`config.mk`:
```
export PLATFORM = sky130hd
export DESIGN_NAME = pmod_esp32_seq
export DESIGN_NICKNAME = d
export VERILOG_FILES = /design/src/rtl/pmod_esp32_seq.sv
export SDC_FILE = /design/constraint.sdc
export NUM_CORES = 1
export LEC_CHECK = 0
export ABC_AREA = 1
export BUFFER_PORTS_ARGS = -buffer_cell sky130_fd_sc_hd__buf_4
export CORE_ASPECT_RATIO = 1.4
export CORE_MARGIN = 2
export CORE_UTILIZATION = 50
export CTS_BUF_LIST = sky130_fd_sc_hd__clkbuf_2
export DETAILED_ROUTE_END_ITERATION = 10
export PLACE_DENSITY = 0.82
export SYNTH_ARGS = -nofsm -noshare
export SYNTH_HDL_FRONTEND = slang
export SYNTH_SLANG_ARGS = --single-unit
```
`constraint.sdc`:
```
create_clock -name clk -period 1.9 [get_ports clk]
set_input_delay 0.19 -clock clk [delete_from_list [all_inputs] [get_ports clk]]
set_output_delay 0.19 -clock clk [all_outputs]
set_load 0.005 [all_outputs]
```
`src/rtl/pmod_esp32_seq.sv`:
```
// ESP32 PMOD adapter: EN/GPIO0-strap power-up sequencer plus UART and GPIO
// pass-through with input synchronisers, gated so the host only sees the module in RUN.
module pmod_esp32_seq #(
  parameter int GPIO_N            = 2,
  parameter int RESET_HOLD_CYCLES = 28000,
  parameter int STRAP_HOLD_CYCLES = 28000,
  parameter int SYNC_STAGES       = 2
) (
  input  logic              clk,
  input  logic              reset,
  input  logic [7:0]        pmod_i,
  output logic [7:0]        pmod_o,
  output logic [7:0]        pmod_t,
  input  logic              uart_tx,
  output logic              uart_rx,
  input  logic              enable,
  input  logic              boot_mode,
  input  logic              restart,
  input  logic [GPIO_N-1:0] gpio_o,
  input  logic [GPIO_N-1:0] gpio_t,
  output logic [GPIO_N-1:0] gpio_i,
  output logic              ready,
  output logic [1:0]        state
);

  localparam int MAX_HOLD = (RESET_HOLD_CYCLES > STRAP_HOLD_CYCLES) ?
                            RESET_HOLD_CYCLES : STRAP_HOLD_CYCLES;
  localparam int CW = $clog2(MAX_HOLD + 1);
  localparam logic [CW-1:0] RST_LOAD   = CW'(RESET_HOLD_CYCLES);
  localparam logic [CW-1:0] STRAP_LOAD = CW'(STRAP_HOLD_CYCLES);

  typedef enum logic [1:0] {
    ST_OFF   = 2'd0,
    ST_RST   = 2'd1,
    ST_STRAP = 2'd2,
    ST_RUN   = 2'd3
  } state_e;

  state_e          state_q, state_d;
  logic [CW-1:0]   cnt_q, cnt_d;
  logic            boot_lat_q, boot_lat_d;

  always_ff @(posedge clk) begin
    if (reset) begin
      state_q    <= ST_OFF;
      cnt_q      <= '0;
      boot_lat_q <= 1'b0;
    end else begin
      state_q    <= state_d;
      cnt_q      <= cnt_d;
      boot_lat_q <= boot_lat_d;
    end
  end

  // The counter holds the cycles still to spend in the current phase; a phase
  // ends on the edge where it reads 1, so a load of N gives exactly N cycles.
  always_comb begin
    state_d    = state_q;
    cnt_d      = cnt_q;
    boot_lat_d = boot_lat_q;
    if (!enable) begin
      state_d = ST_OFF;
      cnt_d   = '0;
    end else begin
      unique case (state_q)
        ST_OFF: begin
          state_d    = ST_RST;
          cnt_d      = RST_LOAD;
          boot_lat_d = boot_mode;
        end
        ST_RST: begin
          if (cnt_q <= CW'(1)) begin
            state_d = ST_STRAP;
            cnt_d   = STRAP_LOAD;
          end else begin
            cnt_d = cnt_q - CW'(1);
          end
        end
        ST_STRAP: begin
          if (restart) begin
            state_d    = ST_RST;
            cnt_d      = RST_LOAD;
            boot_lat_d = boot_mode;
          end else if (cnt_q <= CW'(1)) begin
            state_d = ST_RUN;
            cnt_d   = '0;
          end else begin
            cnt_d = cnt_q - CW'(1);
          end
        end
        ST_RUN: begin
          if (restart) begin
            state_d    = ST_RST;
            cnt_d      = RST_LOAD;
            boot_lat_d = boot_mode;
          end else begin
            cnt_d = '0;
          end
        end
        default: begin
          state_d = ST_OFF;
          cnt_d   = '0;
        end
      endcase
    end
  end

  logic run;
  logic strap_drive;
  assign run         = (state_q == ST_RUN);
  assign strap_drive = (state_q == ST_RST) || (state_q == ST_STRAP);

  // RX idles high, so its synchroniser resets to 1 to avoid a false start bit.
  logic [SYNC_STAGES-1:0] rx_sync_q;
  always_ff @(posedge clk) begin
    if (reset) rx_sync_q <= '1;
    else       rx_sync_q <= {rx_sync_q[SYNC_STAGES-2:0], pmod_i[2]};
  end

  logic [3:0] ch_o;
  logic [3:0] ch_t;

  // Channel order: ch0 = pin10 (GPIO0 strap), ch1 = pin7, ch2 = pin1, ch3 = pin4.
  for (genvar gi = 0; gi < 4; gi++) begin : g_ch
    localparam int PB = (gi == 0) ? 7 : (gi == 1) ? 4 : (gi == 2) ? 0 : 3;
    localparam bit IS_STRAP = (gi == 0);
    if (gi < GPIO_N) begin : g_used
      logic [SYNC_STAGES-1:0] sync_q;
      always_ff @(posedge clk) begin
        if (reset) sync_q <= '0;
        else       sync_q <= {sync_q[SYNC_STAGES-2:0], pmod_i[PB]};
      end
      assign gpio_i[gi] = run & sync_q[SYNC_STAGES-1];
      assign ch_o[gi]   = run ? gpio_o[gi] :
                          (IS_STRAP && strap_drive) ? ~boot_lat_q : 1'b0;
      assign ch_t[gi]   = run ? gpio_t[gi] :
                          (IS_STRAP && strap_drive) ? 1'b0 : 1'b1;
    end else begin : g_unused
      assign ch_o[gi] = 1'b0;
      assign ch_t[gi] = 1'b1;
    end
  end

  logic tx_pin;
  logic en_pin;
  assign tx_pin = run ? uart_tx : 1'b1;
  assign en_pin = (state_q == ST_STRAP) || run;

  // Bit order: pin10, pin9, pin8(EN), pin7, pin4, pin3(RX), pin2(TX), pin1.
  assign pmod_o = {ch_o[0], 1'b0, en_pin, ch_o[1], ch_o[3], 1'b0, tx_pin, ch_o[2]};
  assign pmod_t = {ch_t[0], 1'b0, 1'b0,   ch_t[1], ch_t[3], 1'b1, 1'b0,   ch_t[2]};

  assign uart_rx = run ? rx_sync_q[SYNC_STAGES-1] : 1'b1;
  assign ready   = run;
  assign state   = state_q;

  logic unused_pmod;
  assign unused_pmod = ^pmod_i;

endmodule

```
==> results.sh, run 1 <==
export IMPL_run_status="complete, no violations"
export IMPL_synth_common_cells="nand2_1, nor2_1, inv_1"
export IMPL_areaGrowthSynthToFinish_pct=14.6
export IMPL_drv_cap=0
export IMPL_finalWirelength_um=2860
export IMPL_dp_worst_setup_slack_ns=0.254
export IMPL_dpl_hpwl_um=2260
export IMPL_min_path_type="in -> reg"
export IMPL_overflow=0
export IMPL_fin_util_pct=60.7
export IMPL_synth_edf_count=0
export IMPL_synth_xor_area_share_pct=4.60
export IMPL_synthFlopType="dfxtp_1"
export IMPL_rows=23
export IMPL_p_total_mw=1.05
export IMPL_synth_fa_ha_area_share_pct=5.75
export IMPL_worstSetupStartpointType="flip-flop"
export IMPL_ir_worst_vdd_mv=0.349
export IMPL_drc=0
export IMPL_period_share_pct=91.7
export IMPL_crit_path_top_delay_cell="dfxtp_4"
export IMPL_start_util_pct=52.9
export IMPL_maxSlewViolCount=0
export IMPL_cts_max_level=1
export IMPL_hold_viol=0
export IMPL_drtIter0Drc=36
export IMPL_place_inst=282
export IMPL_synth_top_family_by_area="simple AND/OR/NAND/NOR gates"
export IMPL_fin_ws_ns=0.158
export IMPL_skew_ns=0.00793
export IMPL_die_h_um=69.3
export IMPL_min_period_ns=1.74
export IMPL_setup_viol=0
export IMPL_cts_tree="built"
export IMPL_ys_seq_elements=24
export IMPL_core_region_area_um2=2880
export IMPL_ys_warn_count=0
export IMPL_final_antenna_net_count=0
export IMPL_synthMuxAreaShare_pct=0
export IMPL_ctsLongestPathBuffers=2
export IMPL_die_x_um=50.6
export IMPL_crit_arrival_ns=1.55
export IMPL_cp_data_required_time_ns=1.71
export IMPL_cts_setup_buffers=0
export IMPL_cp_common_cell="inv_1"
export IMPL_grt_pass1_vias=1292
export IMPL_p_per_area_nw_per_um2=599
export IMPL_grt_max_degree=14
export IMPL_whs_ns=0.0276
export IMPL_clk_latency_ns=0.34
export IMPL_fp_dieArea_um2=3510
export IMPL_power_leakage_nw=0.969
export IMPL_crit_fanout=6
export IMPL_max_clock_freq_ghz=0.574
export IMPL_place_gp_congestion=0.871
export IMPL_worstPathCellList="inv_1 -> ha_1 -> inv_1 -> nor2_1 -> a22o_1 -> buf_4"
export IMPL_netlist_instances=224
export IMPL_dr_pass1_iters=5
export IMPL_synthTopCellsByArea="dfxtp_1, nand2_1, nor2_1"
export IMPL_detail_route_wl_per_cell_um=9.94
export IMPL_tns_ns=0
export IMPL_worstSetupEndpointType="primary output"
export IMPL_async_flop_share_pct=0
export IMPL_rsz0062_at_grt="no"
export IMPL_port_buffers=24
export IMPL_cts_made_buffers=3
export IMPL_clkTransAtPathRegs_ns=0.22
export IMPL_track_usage_pct=18.0
export IMPL_synth_avg_cell_area_um2=6.80
export IMPL_cts_root_buf="clkbuf_2"
export IMPL_synth_largest_area_cell="dfxtp_1"
export IMPL_routed_via_density=4.68
export IMPL_yosysTopAreaCellShare_pct=31.6
export IMPL_reg2reg_slack_ns=0.26
export IMPL_via_count=1348
export IMPL_antenna_cells=0
export IMPL_grt_pass1_wl_um=4990
export IMPL_synth_simple_gate_area_share_pct=33.5
export IMPL_clkSinkCount=24
export IMPL_drive_above_1_share_pct=20.3
export IMPL_postPlaceCellArea_um2=1700
export IMPL_crit_path_max_incr_delay_ns=0.42
export IMPL_crit_type="reg -> out"
export IMPL_final_cell_count_no_fill=288
export IMPL_yosysUniqueCellTypes=28
export IMPL_synth_most_common_cell="nand2_1"
export IMPL_nets=277
export IMPL_io_pins=40
export IMPL_netlist_area_um2=1520
export IMPL_synth_compound_area_share_pct=10.0
export IMPL_antenna_found_initial=0
export IMPL_seq_area_frac_synth_pct=31.6
export IMPL_final_cell_area_um2=1750
## state kept, by name (all words and copies together), names as in the netlist
signal              flops
g_ch.g_used.sync_q      4
boot_lat_q              1
rx_sync_q               2
cnt_q                  15
state                   2
## cells by family (layout without fill, tap and decap cells)
family	after synthesis	count (layout)
adders and majority gates	7	7
buffers and inverters	44	63
other	2	10
DFF	24	24
and+or+nand+nor	111	111
xor gates and xnor gates	8	8
AOI/OAI and AO/OA	28	28
## worst max-delay path: cells and delay by family (launching register included)
family,cells,cell delay (ns)
and+or+nand+nor,1,0.06
buffers and inverters,3,0.28
AOI/OAI and AO/OA,1,0.17
adders and majority gates,1,0.28
DFF,1,0.42
## report_power, final
group	switching (mW)	internal [mW]
sequential	0.0191	0.527
clock	0.151	0.0457
combinational	0.180	0.122
## path summary, 6_finish.rpt
kind | start | to | depth (start not counted)
worst max-delay path | state[0] | pmod_o[7] | 6
worst min register to register | g_ch[0].g_used.sync_q[0] | g_ch[0].g_used.sync_q[1] | 2
worst max register to register | cnt_q[0] | cnt_q[10] | 11
worst min-delay path | pmod_i[4] | g_ch[1].g_used.sync_q[0] | 3
## layout make-up
class	count	area, um^2
inverter	31	119
tap	37	46.3
timing repair buffer	28	215
fill	279	1130
clock inverter	1	3.75
clock buffer	3	15.0
sequential	24	488
multi-input combinational	164	858
## layout by cell type (no fill, tap or decap), types with 5 or more instances in the layout
cell and count:
xor2_1 6, nand2_1 48, o21ai_0 6, nand3_1 7
or2_2 5, nor2_1 38, ha_1 7, buf_4 26
conb_1 10, dfxtp_1 22, inv_1 29, a21oi_1 14
## repair_timing
item | 4_1_cts | 5_1_grt
endpoints found under the hold margin | 4 | 0
gates resized for setup | 0 | 4
hold buffers | 2 | 0
endpoints found under the setup margin | 0 | 6
## layer usage
layer | share of wire (%) | vias up | global-route usage (%)
li1 | - | 714 | -
met1 | 40 | 587 | 18.9
met2 | 53 | 38 | 32.9
met3 | 4.0 | 9 | 3.02
met4 | 3.1 | 0 | 9.31
met5 | 0 | - | 0
Note: power is estimated with default switching activity, not from simulation.
==> run 2, diff against run 1 <==
--- a/config.mk
+++ b/config.mk
@@ -7,7 +7,7 @@
 export LEC_CHECK = 0
 export ABC_AREA = 1
 export BUFFER_PORTS_ARGS = -buffer_cell sky130_fd_sc_hd__buf_4
-export CORE_ASPECT_RATIO = 1.4
+export CORE_ASPECT_RATIO = 0.75
 export CORE_MARGIN = 2
 export CORE_UTILIZATION = 50
 export CTS_BUF_LIST = sky130_fd_sc_hd__clkbuf_2
==> run 2 against run 1 <==
Compared with the run above:
- clock skew shrank 0.0027 ns
- register-to-register slack lost 0.03 ns
- via count grew 0.37%
- clock-buffer cell count is the same
- flip-flop and latch count is the same
==> results.sh, run 2 (synthesis gave the netlist of run 1 again) <==
export IMPL_run_status="complete, no violations"
export IMPL_antenna_found_initial=0
export IMPL_grt_pass1_wl_um=4800
export IMPL_antenna_cells=0
export IMPL_io_pins=40
export IMPL_final_common_cell="nand2_1"
export IMPL_max_clock_freq_ghz=0.565
export IMPL_path_delay_family="flip-flops"
export IMPL_hold_viol=0
export IMPL_drive_above_1_share_pct=20.8
export IMPL_detail_route_wl_per_cell_um=10.3
export IMPL_dr_pass1_iters=4
export IMPL_final_cell_mix="nand2_1, nor2_1, inv_1"
export IMPL_worstHoldPathCells=2
export IMPL_routed_via_density=4.70
export IMPL_setup_viol=0
export IMPL_p_per_area_nw_per_um2=601
export IMPL_die_x_um=67.7
export IMPL_fp_dieArea_um2=3510
export IMPL_largest_reg_flops=15
export IMPL_grt_max_degree=14
export IMPL_cts_made_buffers=3
export IMPL_dpl_hpwl_um=2370
export IMPL_nets=276
export IMPL_final_antenna_net_count=0
export IMPL_fin_ws_ns=0.131
export IMPL_met2_length_um=1320
export IMPL_wl_met3_um=165
export IMPL_min_period_ns=1.77
export IMPL_drtIter0Drc=101
export IMPL_min_path_type="in -> reg"
export IMPL_grt_pass1_vias=1140
export IMPL_highest_layer="met4"
export IMPL_overflow=0
export IMPL_tns_ns=0
export IMPL_crit_fanout=6
export IMPL_rr_worst_depth=11
export IMPL_via_count=1353
export IMPL_port_buffers=24
export IMPL_r2r_end="cnt_q[10]"
export IMPL_cts_tree="built"
export IMPL_crit_path_max_incr_delay_ns=0.43
export IMPL_clkTransAtPathRegs_ns=0.22
export IMPL_start_util_pct=52.3
export IMPL_crit_type="reg -> out"
export IMPL_cp_data_required_time_ns=1.71
export IMPL_rr_startpoint="cnt_q[0]"
export IMPL_top_regs="cnt_q x15, g_ch.g_used.sync_q x4"
export IMPL_clkSinkCount=24
export IMPL_crit_path_top_delay_cell="dfxtp_4"
export IMPL_reg2reg_slack_ns=0.23
export IMPL_die_h_um=51.8
export IMPL_worstSetupStartpointType="flip-flop"
export IMPL_place_gp_congestion=0.780
export IMPL_power_leakage_nw=0.962
export IMPL_maxSlewViolCount=0
export IMPL_worstSetupEndpointType="primary output"
export IMPL_rows=17
export IMPL_dp_worst_setup_slack_ns=0.259
export IMPL_drv_cap=0
export IMPL_p_total_mw=1.05
export IMPL_skew_ns=0.00523
export IMPL_wirelength_met1_um=1410
export IMPL_finalWirelength_um=2970
export IMPL_crit_arrival_ns=1.58
export IMPL_track_usage_pct=17.9
export IMPL_regMostFlops="cnt_q"
export IMPL_worstPathCellList="inv_1 -> ha_1 -> inv_1 -> nor2_1 -> a22o_1 -> buf_4"
export IMPL_cts_root_buf="clkbuf_2"
export IMPL_drc=0
export IMPL_min_to="g_ch[1].g_used.sync_q[1]"
export IMPL_clk_latency_ns=0.34
export IMPL_cts_max_level=1
export IMPL_areaGrowthSynthToFinish_pct=14.2
export IMPL_period_share_pct=93.1
export IMPL_cp_common_cell="inv_1"
export IMPL_worst_path_buf_inv=3
export IMPL_rsz0062_at_grt="no"
export IMPL_ctsLongestPathBuffers=2
export IMPL_ir_worst_vdd_mv=0.355
export IMPL_hp_start="reset"
export IMPL_core_region_area_um2=2910
run 2: repair_timing:
action / CTS / global route
setup buffers: 0 / 0
resized for setup: 2 / 3
endpoints found under the hold margin: 0 / 1
endpoints found under the setup margin: 3 / 4
hold buffers: 0 / 1
run 2: where the power goes:
| part | switching, mW | leakage [nW] | internal, mW |
|---|---|---|---|
| sequential | 0.0194 | 0.198 | 0.527 |
| clock | 0.151 | 0.0140 | 0.0457 |
| combinational | 0.182 | 0.749 | 0.121 |
| total | 0.352 | 0.962 | 0.694 |
run 2: cell type report:
type	count	area, um^2
clock buffers	3	15.0
flip-flops and latches	24	488
clock inverters	1	3.75
well taps	38	47.5
fillers	277	1170
repair buffers	27	205
multi-input cells	164	861
inverters	31	119
run 2: how the worst max path moves through the flow:
stage / startpoint / end / depth (start not counted)
3_5_place_dp: cnt_q[0] / cnt_q[10] / 11
3_3_place_gp: cnt_q[0] / cnt_q[10] / 11
5_1_grt: state[1] / pmod_o[7] / 6
2_1_floorplan: state[0] / state[1] / 9
4_1_cts: state[1] / uart_rx / 4
6_report: state[0] / pmod_o[7] / 6
run 2: per-stage QoR:
stage          util (%)  cell area [um^2]  hold WS (ns)  cells
2_1_floorplan         -              1550         0.261    232
3_3_place_gp       58.4              1700         0.374    283
3_5_place_dp       58.4              1700         0.377    283
4_1_cts            59.1              1720       0.00264    287
5_1_grt            59.7              1740      0.000333    288
6_report           59.7              1740        0.0164    288
run 2: per-layer routing:
layer  vias up  GRT usage, %
li1        715             -
met1       593          25.7
met2        37          27.5
met3         8          3.25
met4         0          5.10
met5         -             0
==> run 3, diff against run 2 <==
--- a/config.mk
+++ b/config.mk
@@ -5,14 +5,13 @@
 export SDC_FILE = /design/constraint.sdc
 export NUM_CORES = 1
 export LEC_CHECK = 0
-export ABC_AREA = 1
 export BUFFER_PORTS_ARGS = -buffer_cell sky130_fd_sc_hd__buf_4
 export CORE_ASPECT_RATIO = 0.75
 export CORE_MARGIN = 2
 export CORE_UTILIZATION = 50
 export CTS_BUF_LIST = sky130_fd_sc_hd__clkbuf_2
 export DETAILED_ROUTE_END_ITERATION = 10
-export PLACE_DENSITY = 0.82
+export PLACE_DENSITY = 0.84
 export SYNTH_ARGS = -nofsm -noshare
 export SYNTH_HDL_FRONTEND = slang
 export SYNTH_SLANG_ARGS = --single-unit
==> run 3 against run 2 <==
Compared with the run above:
- hold slack better by 0.026 ns
- register-to-register slack lost 0.13 ns
- die area down 12%
- final area shrank 10%
- clock skew down 0.0033 ns
- clock power rose by 74%
- sequential share of layout area increased by 2.9 points
- first-iteration DRC count is 45% lower
- combinational power fell by 42%
- critical path type is now reg -> reg
- critical endpoint is now state[0]
==> results.sh, run 3 <==
export IMPL_synth_edf_count=0
export IMPL_synthFlopType="dfxtp_1"
export IMPL_max_clock_freq_ghz=0.557
export IMPL_p_per_area_nw_per_um2=678
export IMPL_yosysUniqueCellTypes=35
export IMPL_die_x_um=63.3
export IMPL_p_total_mw=1.06
export IMPL_cp_startpoint="cnt_q[11]"
export IMPL_finalWirelength_um=2750
export IMPL_top_regs="cnt_q x15, g_ch.g_used.sync_q x4"
export IMPL_grt_pass1_vias=1080
export IMPL_run_status="complete, no violations"
export IMPL_cts_max_level=1
export IMPL_endpoint="state[0]"
export IMPL_regMostFlops="cnt_q"
export IMPL_dpl_hpwl_um=2020
export IMPL_core_region_area_um2=2560
export IMPL_detail_route_wl_per_cell_um=12.4
export IMPL_final_cell_count_no_fill=221
export IMPL_rr_startpoint="cnt_q[11]"
export IMPL_rows=16
export IMPL_antenna_cells=0
export IMPL_place_gp_congestion=0.845
export IMPL_ctsLongestPathBuffers=2
export IMPL_place_inst=215
export IMPL_clkSinkCount=24
export IMPL_min_path_type="in -> reg"
export IMPL_synth_largest_area_cell="dfxtp_1"
export IMPL_dr_pass1_iters=4
export IMPL_dp_worst_setup_slack_ns=0.131
export IMPL_cts_setup_buffers=0
export IMPL_synth_common_cells="dfxtp_1, a21oi_1, nor2_1"
export IMPL_clkTransAtPathRegs_ns=0.23
export IMPL_synth_most_common_cell="dfxtp_1"
export IMPL_ir_worst_vdd_mv=0.413
export IMPL_track_usage_pct=18.8
export IMPL_cts_made_buffers=3
export IMPL_postPlaceCellArea_um2=1490
export IMPL_period_share_pct=94.5
export IMPL_n_fill_cell=214
export IMPL_io_pins=40
export IMPL_worst_path_buf_inv=0
export IMPL_ys_seq_elements=24
export IMPL_hold_viol=0
export IMPL_fin_ws_ns=0.104
export IMPL_fp_dieArea_um2=3070
export IMPL_min_period_ns=1.80
export IMPL_async_flop_share_pct=0
export IMPL_antenna_found_initial=0
export IMPL_start_util_pct=51.5
export IMPL_yosysTopAreaCellShare_pct=36.4
export IMPL_tns_ns=0
export IMPL_routed_via_density=5.08
export IMPL_largest_reg_flops=15
export IMPL_crit_arrival_ns=2.09
export IMPL_synthTopCellsByArea="dfxtp_1, buf_4, ha_1"
export IMPL_netlist_instances=159
export IMPL_areaGrowthSynthToFinish_pct=18.5
export IMPL_final_cell_mix="buf_4, dfxtp_1, a21oi_1"
export IMPL_ys_warn_count=0
export IMPL_netlist_area_um2=1320
export IMPL_final_common_cell="buf_4"
export IMPL_reg2reg_slack_ns=0.10
export IMPL_crit_path_top_delay_cell="nor4_2"
export IMPL_die_h_um=48.5
export IMPL_final_cell_area_um2=1560
export IMPL_worstSetupStartpointType="flip-flop"
export IMPL_whs_ns=0.0421
export IMPL_worstPathCellList="nor4_2 -> and3_2 -> a21oi_2 -> or3_1 -> a21oi_1"
export IMPL_final_antenna_net_count=0
export IMPL_drive_above_1_share_pct=23.8
export IMPL_synth_avg_cell_area_um2=8.30
export IMPL_crit_fanout=5
export IMPL_drc=0
export IMPL_setup_viol=0
export IMPL_cts_tree="built"
export IMPL_crit_path_max_incr_delay_ns=0.45
export IMPL_maxSlewViolCount=0
export IMPL_overflow=0
export IMPL_seq_area_frac_synth_pct=36.4
export IMPL_nets=211
export IMPL_skew_ns=0.00190
export IMPL_drtIter0Drc=56
export IMPL_drv_cap=0
export IMPL_grt_pass1_wl_um=4650
export IMPL_path_delay_family="simple AND/OR/NAND/NOR gates"
export IMPL_cts_root_buf="clkbuf_2"
export IMPL_worstSetupEndpointType="flip-flop"
export IMPL_path_depth=5
export IMPL_cp_data_required_time_ns=2.20
export IMPL_r2r_end="state[0]"
export IMPL_port_buffers=24
export IMPL_crit_type="reg -> reg"
export IMPL_fin_util_pct=61.0
export IMPL_grt_max_degree=15
export IMPL_power_leakage_nw=0.686
export IMPL_clk_latency_ns=0.35
export IMPL_rr_worst_depth=5
export IMPL_via_count=1123
run 3: cell type report:
class	count	area [um^2]	area share (%)
Sequential cell	24	484	31.0
Inverter	7	26.3	1.68
Multi-Input combinational cell	120	733	46.9
Tap cell	36	45.0	2.88
Clock inverter	1	30.0	1.92
Timing Repair Buffer	30	230	14.7
Clock buffer	3	15.0	0.960
run 3: kinds of logic (layout without fill, tap and decap cells):
logic type / after synthesis / in the layout / synth area share [%]
AOI/OAI and AO/OA: 32 / 32 / 13.8
xor gates and xnor gates: 8 / 8 / 5.31
adders and majority gates: 7 / 7 / 6.63
buffers and inverters: 23 / 41 / 10.5
DFF: 24 / 24 / 36.4
other: 2 / 10 / 0.569
and+or+nand+nor: 63 / 63 / 26.7
run 3: worst min-delay path by stage:
stage / slack, ns / depth (start not counted) / to / startpoint
finish: 0.04 / 2 / g_ch[0].g_used.sync_q[0] / pmod_i[7]
global route: 0.04 / 2 / g_ch[1].g_used.sync_q[0] / pmod_i[4]
CTS: 0.01 / 2 / g_ch[0].g_used.sync_q[0] / pmod_i[7]
detailed placement: 0.38 / 2 / rx_sync_q[0] / pmod_i[2]
global placement: 0.38 / 2 / rx_sync_q[0] / pmod_i[2]
floorplan: 0.26 / 1 / boot_lat_q / reset
run 3: worst register-to-register path, cell delays in order (launching register included):
cell,delay [ns]
dfxtp_1,0.42
nor4_2,0.45
and3_2,0.31
a21oi_2,0.10
or3_1,0.36
a21oi_1,0.12
run 3: per-layer routing:
metal | up-vias | wire (um) | track usage, %
met1 | 514 | 1210 | 23.2
met2 | 38 | 1350 | 32.3
met5 | - | 0 | 0
met3 | 6 | 159 | 3.95
li1 | 565 | - | -
met4 | 0 | 40 | 6.88
run 3: what timing repair did:
action	in CTS	in global routing
resized for setup	0	4
hold endpoints to repair	4	0
hold buffers	2	0
setup endpoints to repair	0	15
run 3: report_power, final:
part | total [mW] | internal, mW | switching (mW)
logic | 0.176 | 0.0862 | 0.0893
registers | 0.544 | 0.524 | 0.0196
clock network | 0.341 | 0.181 | 0.160
